### src/rtl/sar_logic_tscs.sv
// Two-step (coarse/fine) successive-approximation controller.
// Sequences sampling, MSB-first bit trials and end-of-conversion, and drives
// the DAC trial word, comparator strobe and the split-array switch controls.
// Every output comes straight from a flop; next values are built in one
// combinational process and captured on the rising edge.

module sar_logic_tscs #(
    parameter int NBITS         = 10,
    parameter int NFINE         = 5,
    parameter int SAMPLE_CYCLES = 2
) (
    input  logic             clk_i,
    input  logic             rst_i,
    input  logic             cnvst_i,
    input  logic             cont_i,
    input  logic             cmp_out_i,
    output logic [NBITS-1:0] sar_o,
    output logic [NBITS-1:0] dout_o,
    output logic             eoc_o,
    output logic             busy_o,
    output logic             cmp_clk_o,
    output logic             s_clk_o,
    output logic             s_clk_not_o,
    output logic             fine_switch_S_o,
    output logic             fine_switch_S_not_o
);

    localparam int IW = $clog2(NBITS);
    localparam int CW = (SAMPLE_CYCLES > 1) ? $clog2(SAMPLE_CYCLES) : 1;

    localparam logic [IW-1:0] IDX_MSB  = IW'(NBITS - 1);
    localparam logic [IW-1:0] IDX_FINE = IW'(NFINE);
    localparam logic [CW-1:0] CNT_LAST = CW'(SAMPLE_CYCLES - 1);

    typedef enum logic [2:0] {
        ST_IDLE   = 3'd0,
        ST_SAMPLE = 3'd1,
        ST_SET    = 3'd2,
        ST_COMP   = 3'd3,
        ST_DONE   = 3'd4
    } state_t;

    state_t           state_q, state_d;
    logic [IW-1:0]    idx_q, idx_d;
    logic [CW-1:0]    cnt_q, cnt_d;
    logic [NBITS-1:0] sar_q, sar_d;
    logic [NBITS-1:0] dout_q, dout_d;
    logic             eoc_q, eoc_d;
    logic             busy_q, busy_d;
    logic             cmp_clk_q, cmp_clk_d;
    logic             s_clk_q, s_clk_d;
    logic             s_clk_not_q;
    logic             fine_q, fine_d;
    logic             fine_not_q;
    logic [IW-1:0]    idx_dec_s;

    // Next-state and next-output logic; strobes default low, words hold.
    always_comb begin
        state_d   = state_q;
        idx_d     = idx_q;
        cnt_d     = cnt_q;
        sar_d     = sar_q;
        dout_d    = dout_q;
        busy_d    = busy_q;
        eoc_d     = 1'b0;
        cmp_clk_d = 1'b0;
        s_clk_d   = 1'b0;
        fine_d    = 1'b0;
        idx_dec_s = idx_q - IW'(1);

        case (state_q)
            ST_IDLE: begin
                if (cnvst_i) begin
                    state_d = ST_SAMPLE;
                    sar_d   = '0;
                    busy_d  = 1'b1;
                    s_clk_d = 1'b1;
                    cnt_d   = '0;
                end else begin
                    state_d = ST_IDLE;
                end
            end

            ST_SAMPLE: begin
                if (cnt_q == CNT_LAST) begin
                    // Sampling switch opens on the same edge the MSB trial starts.
                    state_d        = ST_SET;
                    idx_d          = IDX_MSB;
                    sar_d[IDX_MSB] = 1'b1;
                    fine_d         = (IDX_MSB < IDX_FINE);
                end else begin
                    cnt_d   = cnt_q + CW'(1);
                    s_clk_d = 1'b1;
                end
            end

            ST_SET: begin
                state_d   = ST_COMP;
                cmp_clk_d = 1'b1;
                fine_d    = (idx_q < IDX_FINE);
            end

            ST_COMP: begin
                // Keep the trial bit only if Vin >= DAC.
                sar_d[idx_q] = sar_q[idx_q] & cmp_out_i;
                if (idx_q != '0) begin
                    state_d          = ST_SET;
                    idx_d            = idx_dec_s;
                    sar_d[idx_dec_s] = 1'b1;
                    fine_d           = (idx_dec_s < IDX_FINE);
                end else begin
                    state_d = ST_DONE;
                    dout_d  = sar_d;
                    eoc_d   = 1'b1;
                end
            end

            ST_DONE: begin
                if (cont_i && cnvst_i) begin
                    state_d = ST_SAMPLE;
                    sar_d   = '0;
                    s_clk_d = 1'b1;
                    cnt_d   = '0;
                end else begin
                    state_d = ST_IDLE;
                    busy_d  = 1'b0;
                end
            end

            default: begin
                state_d = ST_IDLE;
                busy_d  = 1'b0;
                idx_d   = IDX_MSB;
            end
        endcase
    end

    // State and output registers; complements track their true outputs.
    always_ff @(posedge clk_i) begin
        if (rst_i) begin
            state_q     <= ST_IDLE;
            idx_q       <= IDX_MSB;
            cnt_q       <= '0;
            sar_q       <= '0;
            dout_q      <= '0;
            eoc_q       <= 1'b0;
            busy_q      <= 1'b0;
            cmp_clk_q   <= 1'b0;
            s_clk_q     <= 1'b0;
            s_clk_not_q <= 1'b1;
            fine_q      <= 1'b0;
            fine_not_q  <= 1'b1;
        end else begin
            state_q     <= state_d;
            idx_q       <= idx_d;
            cnt_q       <= cnt_d;
            sar_q       <= sar_d;
            dout_q      <= dout_d;
            eoc_q       <= eoc_d;
            busy_q      <= busy_d;
            cmp_clk_q   <= cmp_clk_d;
            s_clk_q     <= s_clk_d;
            s_clk_not_q <= ~s_clk_d;
            fine_q      <= fine_d;
            fine_not_q  <= ~fine_d;
        end
    end

    assign sar_o               = sar_q;
    assign dout_o              = dout_q;
    assign eoc_o               = eoc_q;
    assign busy_o              = busy_q;
    assign cmp_clk_o           = cmp_clk_q;
    assign s_clk_o             = s_clk_q;
    assign s_clk_not_o         = s_clk_not_q;
    assign fine_switch_S_o     = fine_q;
    assign fine_switch_S_not_o = fine_not_q;

endmodule

### config.mk
export PLATFORM = sky130hd
export DESIGN_NAME = sar_logic_tscs
export DESIGN_NICKNAME = d
export VERILOG_FILES = /design/src/rtl/sar_logic_tscs.sv
export SDC_FILE = /design/constraint.sdc
export NUM_CORES = 1
export LEC_CHECK = 0
export ABC_CLOCK_PERIOD_IN_PS = 3250
export CAP_MARGIN = 10
export CORE_ASPECT_RATIO = 0.7
export CORE_MARGIN = 2
export CORE_UTILIZATION = 30
export CTS_BUF_LIST = sky130_fd_sc_hd__clkbuf_8
export CTS_CLUSTER_SIZE = 16
export DETAILED_ROUTE_END_ITERATION = 8
export PLACE_DENSITY = 0.45
export SLEW_MARGIN = 40
export SYNTH_ARGS = -nofsm -noshare
export SYNTH_HDL_FRONTEND = slang
export SYNTH_SLANG_ARGS = --single-unit
### constraint.sdc
create_clock -name clk_i -period 3.25 [get_ports clk_i]
set_input_delay 0.4875 -clock clk_i [delete_from_list [all_inputs] [get_ports clk_i]]
set_output_delay 0.4875 -clock clk_i [all_outputs]
set_load 0.02 [all_outputs]
==> impl_metrics.env, run 1 <==
export IMPL_clk_pin_slew_ps=70
export IMPL_finalCritPeriodShare=0.7611
export IMPL_tns_ps=0
export IMPL_startpoint_type="register"
export IMPL_avgRoutedWirePerCell_um=16.08
export IMPL_path_class="reg -> reg"
export IMPL_dp_hpwl_mm=4.360
export IMPL_setup_slack_ps=776.3
export IMPL_fp_dieW_um=104.6
export IMPL_yosysWarnings=0
export IMPL_slowest_delay_ps=670
export IMPL_core_area_um2=6819
export IMPL_final_common_cell="dfxtp_1"
export IMPL_syn_inst=265
export IMPL_cts_tree="yes"
export IMPL_finalMaxSlewViolations=0
export IMPL_postRouteAntennaNets=0
export IMPL_firstDrtPassIters=4
export IMPL_cp_arrival_ps=2650
export IMPL_die_height_um=74.45
export IMPL_slowest_stage="dfxtp_1"
export IMPL_grt_pass1_wl_mm=10.31
export IMPL_status="finished clean"
export IMPL_holdBufCountCts=0
export IMPL_syn_to_final_growth_pct=22.00
export IMPL_synth_nets=278
export IMPL_ys_ff_latch=35
export IMPL_drv_cap=0
export IMPL_end_kind="register"
export IMPL_grt_start_max_net_pins=24
export IMPL_synth_cell_type_count=54
export IMPL_finClkSkew_ps=3.532
export IMPL_crit_chain="inv_1 > ha_1 > nor4bb_1 > o21ai_0 > mux2i_1 > nand2b_1"
export IMPL_max_slew_margin=0.5197
export IMPL_cp_top_family="flip-flops"
export IMPL_overflow=0
export IMPL_syn_avg_cell_area_um2=8.027
export IMPL_worstPathMaxFanout=17
export IMPL_cts_setup_buffers=0
export IMPL_critPathRequiredTime_ps=3430
export IMPL_synthFlopType="dfxtp_1"
export IMPL_max_freq_mhz=404.3
export IMPL_worstMarginPinSlew_ps=719.5
export IMPL_hp_class="reg -> reg"
export IMPL_rows=25
export IMPL_irDropWorstVdd_v=0.0001707
export IMPL_drc_errors=0
export IMPL_syn_cell_area_um2=2127
export IMPL_gp_congestion=0.8358
export IMPL_start_util=0.3119
export IMPL_cp_num_buf_inv=1
export IMPL_cts_max_level=2
export IMPL_dpl_worst_slack_ps=823.9
export IMPL_grt_pass1_vias=1884
export IMPL_layout_cells_non_filler=384
export IMPL_ctsLongestPathBuffers=2
export IMPL_ios=32
export IMPL_synth_seq_area_share=0.3294
export IMPL_p_leak_nw=0.8503
export IMPL_power_density_nw_per_um2=330.7
export IMPL_synthArstFlopShare=0
export IMPL_synth_edf_count=0
export IMPL_cts_sinks=35
export IMPL_clk_latency_ps=290
export IMPL_period_needed_ps=2474
export IMPL_drive_gt1_frac=0.07241
export IMPL_rrSetupSlack_ps=780
export IMPL_drt_vias_per_instance=5.279
export IMPL_drt_iter0_markers=177
export IMPL_finalHoldViolCount=0
export IMPL_clockRootBuffer="clkbuf_8"
export IMPL_vias=2027
export IMPL_antenna_cells=0
export IMPL_fin_nets=303
export IMPL_port_buffers=31
export IMPL_whs_ps=460.8
export IMPL_setup_viol=0
export IMPL_dp_cells=377
export IMPL_final_cell_mix="dfxtp_1, clkdlybuf4s50_1, nor2_1"
export IMPL_die_area_um2=7790
export IMPL_grt_setup_unrepaired="false"
export IMPL_grt_total_usage=0.1676
export IMPL_grt_antenna_before_repair=0
export IMPL_numCtsBuffers=5
export IMPL_cts_resized=0
export IMPL_wl_mm=6.176
[final timing paths]
kind	startpoint	depth (start not counted)	to
worst max-delay path	idx_q[0]	6	idx_q[3]
worst min-delay path	dout_o[6]	2	dout_o[6]
worst max register to register	idx_q[0]	6	idx_q[3]
worst min register to register	dout_o[6]	2	dout_o[6]
[per-layer routing]
metal / GRT usage / part of all wire / vias to the layer above
li1: - / - / 1012
met4: 0.03852 / 0.0076 / 0
met5: 0 / 0 / -
met3: 0.03418 / 0.048 / 5
met1: 0.2678 / 0.56 / 952
met2: 0.2237 / 0.39 / 58
[flip-flops by register name, summed over array words and instances, names as in the netlist]
name                 flops
dout_o                  10
sar_o                   10
idx_q                    4
state_q                  3
busy_o                   1
cmp_clk_o                1
cnt_q                    1
eoc_o                    1
fine_switch_S_not_o      1
fine_switch_S_o          1
s_clk_not_o              1
s_clk_o                  1
[area by class of cell]
type | count | area [um^2]
clock buffers | 6 | 82.58
clock inverters | 1 | 5.005
fillers | 740 | 4224
inverters | 8 | 30.03
multi-input cells | 203 | 1303
flip-flops and latches | 35 | 701.9
well taps | 94 | 117.6
repair buffers | 37 | 355.3
[worst register-to-register path, cell delays in order, from the launching register on]
cell and delay (ps):
dfxtp_1 670, inv_1 280, ha_1 350, nor4bb_1 170
o21ai_0 570, mux2i_1 260, nand2b_1 70
[cell families after synthesis]
group / share of synthesized area
AOI/OAI and AO/OA: 0.2347
xor gates and xnor gates: 0.004118
adders and majority gates: 0.04706
buffers and inverters: 0.05823
DFF: 0.3294
muxes: 0.03824
and+or+nand+nor: 0.2882
[synthesized netlist by cell type, types with 2 or more instances]
cell / instances / area, um^2
dfxtp_1: 35 / 700.7
and2_1: 3 / 18.77
o21bai_1: 2 / 15.01
buf_2: 8 / 40.04
nand3b_1: 8 / 60.06
o221ai_1: 2 / 17.52
o211ai_1: 4 / 30.03
nand4_1: 8 / 50.05
a311oi_1: 2 / 17.52
a211oi_1: 4 / 30.03
a21oi_1: 18 / 90.09
buf_4: 3 / 22.52
nand2_1: 16 / 60.06
clkbuf_1: 6 / 22.52
a21o_1: 2 / 15.01
a31oi_1: 6 / 37.54
nand3_1: 9 / 45.04
ha_1: 8 / 100.1
mux2i_1: 7 / 70.07
o21ai_0: 17 / 85.08
nand2b_1: 9 / 56.30
nor2_1: 30 / 112.6
or4_1: 2 / 15.01
and3_1: 3 / 18.77
nor2b_1: 9 / 56.30
a311oi_2: 2 / 30.03
nor3_1: 9 / 45.04
inv_1: 7 / 26.28
[where the power goes]
| part | switching [mW] | leakage (nW) | total [mW] | internal [mW] |
|---|---|---|---|---|
| clock | 0.158 | 0.0470 | 0.325 | 0.166 |
| sequential | 0.0134 | 0.283 | 0.451 | 0.438 |
| combinational | 0.0483 | 0.520 | 0.0822 | 0.0339 |
[per-stage QoR]
| step | area [um^2] | util | power [mW] |
|---|---|---|---|
| detailed placement | 2506 | 0.3675 | 0.5435 |
| finish | 2595 | 0.3806 | 0.8582 |
| global placement | 2506 | 0.3675 | 0.5426 |
| global route | 2595 | 0.3806 | 0.8979 |
| floorplan | 2127 | - | 0.5112 |
| CTS | 2594 | 0.3804 | 0.8687 |
Note: power is estimated with default switching activity, not from simulation.
==> inputs of run 2 (changes only) <==
--- a/config.mk
+++ b/config.mk
@@ -5,7 +5,7 @@
 export SDC_FILE = /design/constraint.sdc
 export NUM_CORES = 1
 export LEC_CHECK = 0
-export ABC_CLOCK_PERIOD_IN_PS = 3250
+export ABC_CLOCK_PERIOD_IN_PS = 2200
 export CAP_MARGIN = 10
 export CORE_ASPECT_RATIO = 0.7
 export CORE_MARGIN = 2
@@ -13,7 +13,7 @@
 export CTS_BUF_LIST = sky130_fd_sc_hd__clkbuf_8
 export CTS_CLUSTER_SIZE = 16
 export DETAILED_ROUTE_END_ITERATION = 8
-export PLACE_DENSITY = 0.45
+export PLACE_DENSITY = 0.47
 export SLEW_MARGIN = 40
 export SYNTH_ARGS = -nofsm -noshare
 export SYNTH_HDL_FRONTEND = slang
==> constraint.sdc (replaced) <==
create_clock -name clk_i -period 2.2 [get_ports clk_i]
set_input_delay 0.33 -clock clk_i [delete_from_list [all_inputs] [get_ports clk_i]]
set_output_delay 0.33 -clock clk_i [all_outputs]
set_load 0.02 [all_outputs]
==> run 2 against run 1 <==
Hold slack lost 3.5 ps. Non-clock buffer count grew 14. Count of clock-buffer cells in the layout is the same. Critical path depth shrank 1. Largest cell class unchanged. Critical endpoint is now sar_o[8]. Flip-flop and latch count is the same. Highest routed layer unchanged. Sequential power grew 47%. Cell area grew 5.6%. Critical path type is now in -> reg.
==> impl_metrics.env, run 2 (same netlist as run 1, synthesis figures left out) <==
export IMPL_status="finished clean"
export IMPL_finalMaxSlewViolations=0
export IMPL_seqCellArea_um2=700.7
export IMPL_postRouteAntennaNets=0
export IMPL_finClkSkew_ps=4.349
export IMPL_core_area_um2=6819
export IMPL_grt_total_usage=0.1711
export IMPL_fin_area_um2=2741
export IMPL_finalCritPeriodShare=0.8773
export IMPL_drt_vias_per_instance=5.313
export IMPL_vias=2120
export IMPL_grt_util_met1=0.2466
export IMPL_clk_pin_slew_ps=70
export IMPL_setup_viol=0
export IMPL_path_class="in -> reg"
export IMPL_cts_resized=0
export IMPL_multi_input_area_um2=1303
export IMPL_grt_busiest_layer="met2"
export IMPL_ios=32
export IMPL_max_slew_margin=0.6044
export IMPL_p_leak_nw=0.9395
export IMPL_rows=25
export IMPL_die_height_um=74.45
export IMPL_fp_dieW_um=104.6
export IMPL_layout_cells_non_filler=399
export IMPL_grt_use_met2=0.2534
export IMPL_grt_start_max_net_pins=38
export IMPL_dpl_cell_area_um2=2624
export IMPL_dpl_worst_slack_ps=0.8364
export IMPL_worstMarginPinSlew_ps=592.6
export IMPL_power_density_nw_per_um2=515.9
export IMPL_holdBufCountCts=0
export IMPL_cp_arrival_ps=2090
export IMPL_fin_util=0.4020
export IMPL_grt_setup_unrepaired="false"
export IMPL_start_util=0.3119
export IMPL_wl_mm=6.525
export IMPL_antenna_cells=0
export IMPL_avgRoutedWirePerCell_um=16.35
export IMPL_drt_iter0_markers=125
export IMPL_n_fill_cell=754
export IMPL_period_needed_ps=1930
export IMPL_met3_usage=0.05259
export IMPL_hp_class="reg -> reg"
export IMPL_die_area_um2=7790
export IMPL_syn_to_final_growth_pct=28.88
export IMPL_dp_hpwl_mm=4.636
export IMPL_fin_nets=317
export IMPL_grt_pass1_wl_mm=10.47
export IMPL_final_cell_mix="dfxtp_1, clkdlybuf4s50_1, nor2_1"
export IMPL_end_kind="register"
export IMPL_critPathRequiredTime_ps=2360
export IMPL_port_buffers=31
export IMPL_cts_setup_buffers=0
export IMPL_clockRootBuffer="clkbuf_8"
export IMPL_clk_latency_ps=290
export IMPL_grt_pass1_vias=2043
export IMPL_cts_max_level=2
export IMPL_ctsLongestPathBuffers=2
export IMPL_numCtsBuffers=5
export IMPL_gp_congestion=0.8304
export IMPL_drive_gt1_frac=0.1148
export IMPL_overflow=0
export IMPL_max_freq_mhz=518.1
export IMPL_finalHoldViolCount=0
export IMPL_dp_cells=391
export IMPL_grt_antenna_before_repair=0
export IMPL_setup_slack_ps=269.9
export IMPL_irDropWorstVdd_v=0.0002193
export IMPL_final_common_cell="dfxtp_1"
export IMPL_cts_sinks=35
export IMPL_worstPathMaxFanout=11
export IMPL_cts_tree="yes"
export IMPL_drc_errors=0
export IMPL_drv_cap=0
export IMPL_firstDrtPassIters=4
export IMPL_rrSetupSlack_ps=270
export IMPL_startpoint_type="primary input"
export IMPL_tns_ps=0
## run 2: cell count changes in the layout (fill, tap and decap cells not counted), sizes merged
cell	previous run	this run
buf	6	20
bufinv	0	1
## run 2: path summary, 6_finish.rpt
| kind | endpoint | startpoint | cells after the start |
|---|---|---|---|
| max reg2reg | sar_o[0] | idx_q[1] | 5 |
| min | dout_o[4] | dout_o[4] | 2 |
| max | sar_o[8] | cnvst_i | 5 |
| min reg2reg | dout_o[4] | dout_o[4] | 2 |
## run 2: per-layer routing
layer | share of wire | vias up
met4 | 0.0063 | 0
met1 | 0.53 | 1013
met3 | 0.062 | 5
met5 | 0 | -
met2 | 0.40 | 59
li1 | - | 1043
## run 2: final cells by class
type,instances,share of cell area
well taps,94,0.04290
multi-input cells,203,0.4751
inverters,8,0.01095
flip-flops and latches,35,0.2556
clock buffers,6,0.03012
repair buffers,51,0.1725
clock inverters,2,0.01278
## run 2: power breakdown
part | internal, mW | switching, mW | total [mW]
Clock | 0.367 | 0.252 | 0.619
Sequential | 0.646 | 0.0190 | 0.665
Combinational | 0.0561 | 0.0741 | 0.130
## run 2: worst max-delay path, stage by stage
cell	delay [ps]
clkdlybuf4s50_1	530
or3b_1	420
o211a_1	390
a211oi_1	310
a221oi_1	100
## run 2: stage by stage
step           total power, mW  hold WS, ps
2_1_floorplan           0.7552        484.3
3_3_place_gp            0.8112        444.2
3_5_place_dp            0.8103        446.9
4_1_cts                  1.424        461.8
5_1_grt                  1.470        477.0
6_report                 1.414        457.3
